===== config.mk =====
export PLATFORM = sky130hd
export DESIGN_NAME = bch_codeword_assembler
export DESIGN_NICKNAME = d
export VERILOG_FILES = /design/src/rtl/bch_codeword_assembler.sv
export SDC_FILE = /design/constraint.sdc
export NUM_CORES = 1
export LEC_CHECK = 0
export CAP_MARGIN = 40
export CELL_PAD_IN_SITES_DETAIL_PLACEMENT = 0
export CELL_PAD_IN_SITES_GLOBAL_PLACEMENT = 1
export CORE_MARGIN = 2
export CORE_UTILIZATION = 32
export CTS_CLUSTER_SIZE = 12
export DETAILED_ROUTE_END_ITERATION = 7
export PLACE_DENSITY = 0.77
export SYNTH_ARGS = -nofsm -noshare
export SYNTH_HDL_FRONTEND = slang
export SYNTH_SLANG_ARGS = --single-unit
export TNS_END_PERCENT = 100

===== constraint.sdc =====
create_clock -name i_clk -period 2.7 [get_ports i_clk]
set_clock_uncertainty 0.05 [all_clocks]
set_input_delay 0.54 -clock i_clk [delete_from_list [all_inputs] [get_ports i_clk]]
set_output_delay 0.54 -clock i_clk [all_outputs]
set_load 0.02 [all_outputs]

===== src/rtl/bch_codeword_assembler.sv =====
// Merges message beats and encoder parity beats into one registered codeword stream.
// Message beats go to the encoder and to the output in the same beat; parity beats follow.
module bch_codeword_assembler #(
    parameter int Multi     = 2,
    parameter int MSG_BEATS = 256,
    parameter int PAR_BEATS = 21,
    parameter int CNT_W     = 9
) (
    input  logic                 i_clk,
    input  logic                 i_nRESET,
    input  logic                 i_start,
    input  logic [8*Multi-1:0]   i_data,
    input  logic                 i_data_valid,
    output logic                 o_data_ready,
    output logic                 o_enc_enable,
    output logic [8*Multi-1:0]   o_enc_data,
    output logic                 o_enc_data_valid,
    input  logic                 i_enc_data_ready,
    input  logic                 i_enc_data_last,
    input  logic [8*Multi-1:0]   i_par_data,
    input  logic                 i_par_valid,
    input  logic                 i_par_last,
    output logic                 o_par_ready,
    output logic [8*Multi-1:0]   o_cw_data,
    output logic                 o_cw_valid,
    output logic                 o_cw_parity,
    output logic                 o_cw_last,
    input  logic                 i_cw_ready,
    output logic                 o_busy,
    output logic                 o_error
);

    localparam int DW = 8 * Multi;

    // state  | meaning
    // S_IDLE | waiting for i_start; output register still drains
    // S_MSG  | forwarding message beats to encoder and output together
    // S_PAR  | forwarding encoder parity beats to output
    typedef enum logic [1:0] {
        S_IDLE = 2'd0,
        S_MSG  = 2'd1,
        S_PAR  = 2'd2
    } state_t;

    state_t             r_state;
    state_t             w_state_nxt;
    logic [CNT_W-1:0]   r_msg_cnt;
    logic [CNT_W-1:0]   r_par_cnt;
    logic [DW-1:0]      r_cw_data;
    logic               r_cw_valid;
    logic               r_cw_parity;
    logic               r_cw_last;
    logic               r_error;

    logic               w_slot_free;
    logic               w_msg_move;
    logic               w_par_move;
    logic               w_msg_term;
    logic               w_par_term;
    logic               w_par_end;
    logic               w_start_ok;

    assign w_slot_free = !r_cw_valid || i_cw_ready;
    assign w_msg_term  = (r_msg_cnt == CNT_W'(MSG_BEATS - 1));
    assign w_par_term  = (r_par_cnt == CNT_W'(PAR_BEATS - 1));
    assign w_par_end   = i_par_last || w_par_term;
    assign w_start_ok  = (r_state == S_IDLE) && i_start;
    // Encoder and output register advance on the same condition, so neither can see a beat the other misses.
    assign w_msg_move  = (r_state == S_MSG) && i_data_valid && i_enc_data_ready && w_slot_free;
    assign w_par_move  = (r_state == S_PAR) && i_par_valid && w_slot_free;

    always_ff @(posedge i_clk or negedge i_nRESET) begin
        if (!i_nRESET) begin
            r_state <= S_IDLE;
        end else begin
            r_state <= w_state_nxt;
        end
    end

    always_comb begin
        w_state_nxt = r_state;
        case (r_state)
            S_IDLE: if (i_start) w_state_nxt = S_MSG;
            S_MSG:  if (w_msg_move && w_msg_term) w_state_nxt = S_PAR;
            S_PAR:  if (w_par_move && w_par_end) w_state_nxt = S_IDLE;
            default: w_state_nxt = S_IDLE;
        endcase
    end

    always_comb begin
        o_data_ready     = 1'b0;
        o_enc_data_valid = 1'b0;
        o_par_ready      = 1'b0;
        o_enc_enable     = 1'b0;
        o_busy           = (r_state != S_IDLE);
        case (r_state)
            S_MSG: begin
                o_data_ready     = i_enc_data_ready && w_slot_free;
                o_enc_data_valid = i_data_valid && w_slot_free;
                o_enc_enable     = 1'b1;
            end
            S_PAR: begin
                o_par_ready  = w_slot_free;
                o_enc_enable = 1'b1;
            end
            default: ;
        endcase
    end

    always_ff @(posedge i_clk or negedge i_nRESET) begin
        if (!i_nRESET) begin
            r_msg_cnt   <= '0;
            r_par_cnt   <= '0;
            r_cw_data   <= '0;
            r_cw_valid  <= 1'b0;
            r_cw_parity <= 1'b0;
            r_cw_last   <= 1'b0;
            r_error     <= 1'b0;
        end else begin
            if (w_start_ok) begin
                r_msg_cnt <= '0;
                r_par_cnt <= '0;
                r_error   <= 1'b0;
            end
            if (w_msg_move) begin
                r_msg_cnt <= r_msg_cnt + 1'b1;
                if (i_enc_data_last != w_msg_term) r_error <= 1'b1;
            end
            if (w_par_move) begin
                r_par_cnt <= r_par_cnt + 1'b1;
                if (i_par_last != w_par_term) r_error <= 1'b1;
            end

            if (w_msg_move) begin
                r_cw_data   <= i_data;
                r_cw_valid  <= 1'b1;
                r_cw_parity <= 1'b0;
                r_cw_last   <= 1'b0;
            end else if (w_par_move) begin
                r_cw_data   <= i_par_data;
                r_cw_valid  <= 1'b1;
                r_cw_parity <= 1'b1;
                r_cw_last   <= w_par_end;
            end else if (w_slot_free) begin
                r_cw_valid  <= 1'b0;
            end
        end
    end

    assign o_enc_data  = i_data;
    assign o_cw_data   = r_cw_data;
    assign o_cw_valid  = r_cw_valid;
    assign o_cw_parity = r_cw_parity;
    assign o_cw_last   = r_cw_last;
    assign o_error     = r_error;

endmodule

; ---- Word-level counts from Yosys, hierarchy flattened
; Cells that the tools add are included.
[totals]
ff_bits = 40
inputBits = 41
output_inout_bits = 41
elab_cells = 65
[op_classes]
addsub = 2
eq_ne = 9
n_mux = 25
n_reduce_logical = 21
[ops]
columns = cell, n
row1 = $mux 16, 2
row2 = $mux 9, 3
row3 = $add 9x1->9 const B, 2
row4 = $mux 1, 16
row5 = $logic_and 1x1->1, 10
row6 = $eq 9x5->1 const B, 1
row7 = $eq 9x8->1 const B, 1
row8 = $reduce_bool 2->1, 4
row9 = $mux 2, 3
row10 = $pmux 2 s3, 1
row11 = $ne 2x1->1 const B, 2
row12 = $reduce_and 3->1, 1
row13 = $reduce_bool 3->1, 1
row14 = $eq 2x1->1 const B, 1
row15 = $eq 2x2->1 const B, 1
row16 = $logic_not 2->1, 1
row17 = $logic_or 1x1->1, 2
row18 = $ne 1x1->1, 2
row19 = $ne 2x2->1 const B, 1
row20 = $reduce_or 2->1, 1
row21 = $logic_not 1->1, 1

; ---- Logic depth before layout (Yosys ltp)
[logic_depth]
depth_word = 7
ltp_mapped = 9
mapped_depth_nobuf = 9

; ---- Least setup slack after synthesis
; No wires, ideal clock.
[synth_path]
path_kind = reg-to-reg
from = register r_msg_cnt[0]
to = register r_state[0]
setup_time_ns = 0.125
t_arrival_ns = 1.901
required_ns = 2.525
slack_ns = 0.624
stages_incl_launch_ff = 10
n_path_buf = 0
period_less_slack_ns = 2.076
path_cell_list = dfrtp_1 > ha_1 > and3_1 > and3_1 > and3_1 > ha_1 > nand3_1 > o21ai_0 > o211ai_1 > mux2_2
[synth_between]
elab_chain_len = 4
[synth_rtl]
columns = item, line_no
row1 = "start, declared", 47  ; logic [CNT_W-1:0] r_msg_cnt;
row2 = "start signal, assigned", 126  ; r_msg_cnt <= r_msg_cnt + 1'b1;
row3 = $eq 9x8->1, 64  ; assign w_msg_term = (r_msg_cnt == CNT_W'(MSG_BEATS - 1));
row4 = $logic_and 1x1->1, 84  ; S_MSG: if (w_msg_move && w_msg_term) w_state_nxt = S_PAR;
row5 = $ne 2x1->1 (no line), n/a
row6 = $reduce_and 3->1 (no line), n/a
row7 = "end signal, assigned", 76  ; r_state <= w_state_nxt;
row8 = "end, declared", 45  ; state_t r_state;
; No other way between the ends.
; A chain may end at the register's enable or synchronous reset.

; ---- Worst setup path in the final report
[layout_path]
from = input i_cw_ready
to = output o_enc_data_valid
[layout_between]
elab_chain_len = 3
[layout_rtl]
columns = item, line_no
row1 = "start, declared", 28  ; input logic i_cw_ready,
row2 = $logic_or 1x1->1, 63  ; assign w_slot_free = !r_cw_valid || i_cw_ready;
row3 = $logic_and 1x1->1, 99  ; o_enc_data_valid = i_data_valid && w_slot_free;
row4 = $mux 1, 96  ; case (r_state)
row5 = "end, declared", 17  ; output logic o_enc_data_valid,
; No other way between the ends.

==> flow_summary.yaml <==
synth:
  synth_top_area_share_pct: 45.0
  synth.largest_area_cell: "sky130_fd_sc_hd__dfrtp_1"
  syn-num-nets: 303
  synth_area_leaders: "sky130_fd_sc_hd__dfrtp_1 (45%), sky130_fd_sc_hd__nand2_1 (7.6%), sky130_fd_sc_hd__ha_1 (5.6%), sky130_fd_sc_hd__buf_4 (5.4%), sky130_fd_sc_hd__a31oi_1 (5.3%)"
  ys_async_sr_fraction_pct: 100
  synth_area_um2: 2220
  ys_warns: 0
  synth_top_flop_cell: "sky130_fd_sc_hd__dfrtp_1"
  yosys.cell_types.count: 37
  seq_area_frac_synth_pct: 45.0
  synth-edff-count: 0
  syn-mean-instance-area_um2: 8.82
  ys_seq_elements: 40
  syn_inst: 252
global_routing:
  grt_pass1_vias: 1873
  grt_max_degree: 48
  grt_pass1_wl_um: 8670
  number_of_antenna_violations_at_the_first_check_in_global_routing: 0
  grt-ovfl-total: 0
  grt_util_all_layers_pct: 14.2
timing:
  setup_viol: 0
  setup_slack_ps: 118
  timing.fmax_mhz: 387
  report.final.hold_viol_count: 0
  fin_hold_ws_ps: 169
  worst-slew-pin-transition_ps: 571
  final.min_clock_period_ps: 2580
  rsz0062_at_grt: "false"
  finalCritPeriodShare_pct: 95.6
  slew-limit-headroom_pct: 61.6
  setup_total_negative_slack_ps: 0
  maxSlewViolCount: 0
worst_setup_path:
  ff2ff_path_depth: 9
  sort_of_element_at_the_end_of_the_critical_path: "output port"
  crit_fanout: 5
  crit_required_ps: 2110
  reg2reg_from: "r_msg_cnt[0]$_DFFE_PN0P_"
  worstPathArrival_ps: 1990
  timing.rr.end: "r_state[1]$_DFFE_PN0P_"
  timing.critical_path.from_type: "input pin"
  critical_path_class: "in -> out"
  reg2reg_setup_slack_ps: 460
worst_hold_path:
  min_path_type: "in -> async"
floorplanning:
  rows: 30
  core_um2: 6760
  die_height_um: 87.4
  die_width_um: 87.4
  fp.dieArea_um2: 7630
  ios: 82
  floorplan.initialDensity_pct: 32.9
layout:
  layout.cells.most_common: "sky130_fd_sc_hd__clkdlybuf4s50_1"
  final_cell_mix: "sky130_fd_sc_hd__clkdlybuf4s50_1 (80), sky130_fd_sc_hd__nand2_1 (45), sky130_fd_sc_hd__dfrtp_1 (40)"
  layout.cells.non_filler: 400
  area_delta_synth_final_pct: 39.3
  net_count_reported_at_finish: 371
  insertedDiodeCount: 0
  drive_above_1_share_pct: 6.25
status:
  status: "complete, no violations"
pwr:
  power_per_cell_area_nw_per_um2: 849
  irDropWorstVdd_uv: 569
  power.leakage_nw: 1.33
detailed_routing:
  detailroute.via_count: 1982
  final_antenna_net_count: 0
  drt-wirelength-per-cell_um: 13.3
  drt_first_pass_iters: 4
  finalWirelength_um: 5340
  detail_route.vias_per_cell: 4.96
  initialDrtViolationCount: 112
  post-route-drc-count: 0
placement:
  post-place-cells: 393
  place_congestion: 0.766
  dp_hpwl_um: 3870
  portBuffers: 81
  dp_worst_setup_slack_ps: 105
cts:
  post-cts-setup-buffer-count: 0
  clkSlewWorstSetupHoldPaths_ps: 70
  ctsHoldBuffers: 0
  clock_tree.root_cell: "sky130_fd_sc_hd__clkbuf_8"
  tritoncts.num_buffers: 5
  post_cts_resized: 0
  cts_max_level: 2
  clock_tree_from_tritoncts: "yes"
  cts_buffer_depth: 2
  worstSkewPairLatency_ps: 280
  clkSinkCount: 40
job:
  maxCapViolations: 0
kinds of logic after synthesis:
| group | Yosys count | synth area share (%) |
|---|---|---|
| AND/OR/NAND/NOR | 105 | 21.7 |
| flip-flops | 40 | 45.0 |
| buffers and inverters | 37 | 9.68 |
| XOR/XNOR | 3 | 1.18 |
| adder cells (fa/ha/maj) | 10 | 5.63 |
| multiplexers | 3 | 1.46 |
| AO/OA/AOI/OAI | 54 | 15.4 |
through the flow:
stage               cell area, um^2  utilization (%)  total power, mW
finish                         3100             45.8             2.63
global placement               3020             44.7             2.27
detailed placement             3020             44.7             2.28
floorplan                      2220                -             1.68
global route                   3100             45.8             2.82
CTS                            3100             45.8             2.67
power breakdown:
group          internal, mW  leakage, nW  switching, mW  total [mW]
Combinational         0.644        0.776          0.703        1.35
Clock                 0.176       0.0410          0.196       0.372
Sequential            0.792        0.513          0.118       0.910
Total                  1.61         1.33           1.02        2.63
sequential cells by signal, summed over array words and instances (netlist names):
register     cells
r_msg_cnt        9
r_par_cnt        9
o_cw_parity      1
o_cw_last        1
o_error          1
o_cw_data       16
r_state          2
o_cw_valid       1
cells in the mapped netlist (2+ instances only):
library cell,count
sky130_fd_sc_hd__a21boi_0,2
sky130_fd_sc_hd__a21oi_1,2
sky130_fd_sc_hd__a22o_1,5
sky130_fd_sc_hd__a31oi_1,19
sky130_fd_sc_hd__a41oi_1,2
sky130_fd_sc_hd__and3_1,6
sky130_fd_sc_hd__buf_4,16
sky130_fd_sc_hd__buf_6,2
sky130_fd_sc_hd__clkbuf_1,8
sky130_fd_sc_hd__dfrtp_1,40
sky130_fd_sc_hd__ha_1,10
sky130_fd_sc_hd__inv_1,10
sky130_fd_sc_hd__mux2_2,2
sky130_fd_sc_hd__nand2_1,45
sky130_fd_sc_hd__nand2b_1,2
sky130_fd_sc_hd__nand3_1,10
sky130_fd_sc_hd__nand4_1,2
sky130_fd_sc_hd__nor2_1,26
sky130_fd_sc_hd__nor2b_1,2
sky130_fd_sc_hd__nor3_1,4
sky130_fd_sc_hd__o21ai_0,16
sky130_fd_sc_hd__o21ai_1,2
sky130_fd_sc_hd__o31ai_1,2
sky130_fd_sc_hd__or3_1,2
sky130_fd_sc_hd__xnor2_1,3
area by class of cell:
cell class,instances,area [um^2]
inverter,10,37.5
multi-input combinational,175,1010
timing repair buffer,88,871
clock buffer,6,72.6
tap,80,100
clock inverter,1,5.00
fill,688,3660
sequential,40,1000
critical path, cell delays in order:
cell and delay [ps]:
sky130_fd_sc_hd__clkdlybuf4s50_1 470, sky130_fd_sc_hd__nand2b_1 200, sky130_fd_sc_hd__and3_1 180, sky130_fd_sc_hd__clkdlybuf4s50_1 600
routing by layer:
metal	up-vias	share of wire [%]	global-route usage (%)
met3	2	6.0	3.22
met5	-	0	0
met2	55	47	24.4
met1	927	47	18.2
met4	0	0.19	2.94
li1	998	-	-
worst max path at each step:
| stage | from | to | cells past startpoint |
|---|---|---|---|
| 2_1_floorplan | r_msg_cnt[0]$_DFFE_PN0P_ | r_state[0]$_DFFE_PN0P_ | 9 |
| 3_3_place_gp | i_cw_ready | o_data_ready | 4 |
| 3_5_place_dp | i_cw_ready | o_data_ready | 4 |
| 4_1_cts | i_cw_ready | o_data_ready | 4 |
| 5_1_grt | i_cw_ready | o_enc_data_valid | 4 |
| 6_report | i_cw_ready | o_enc_data_valid | 4 |
No activity file was read; power rests on OpenSTA's default activity.
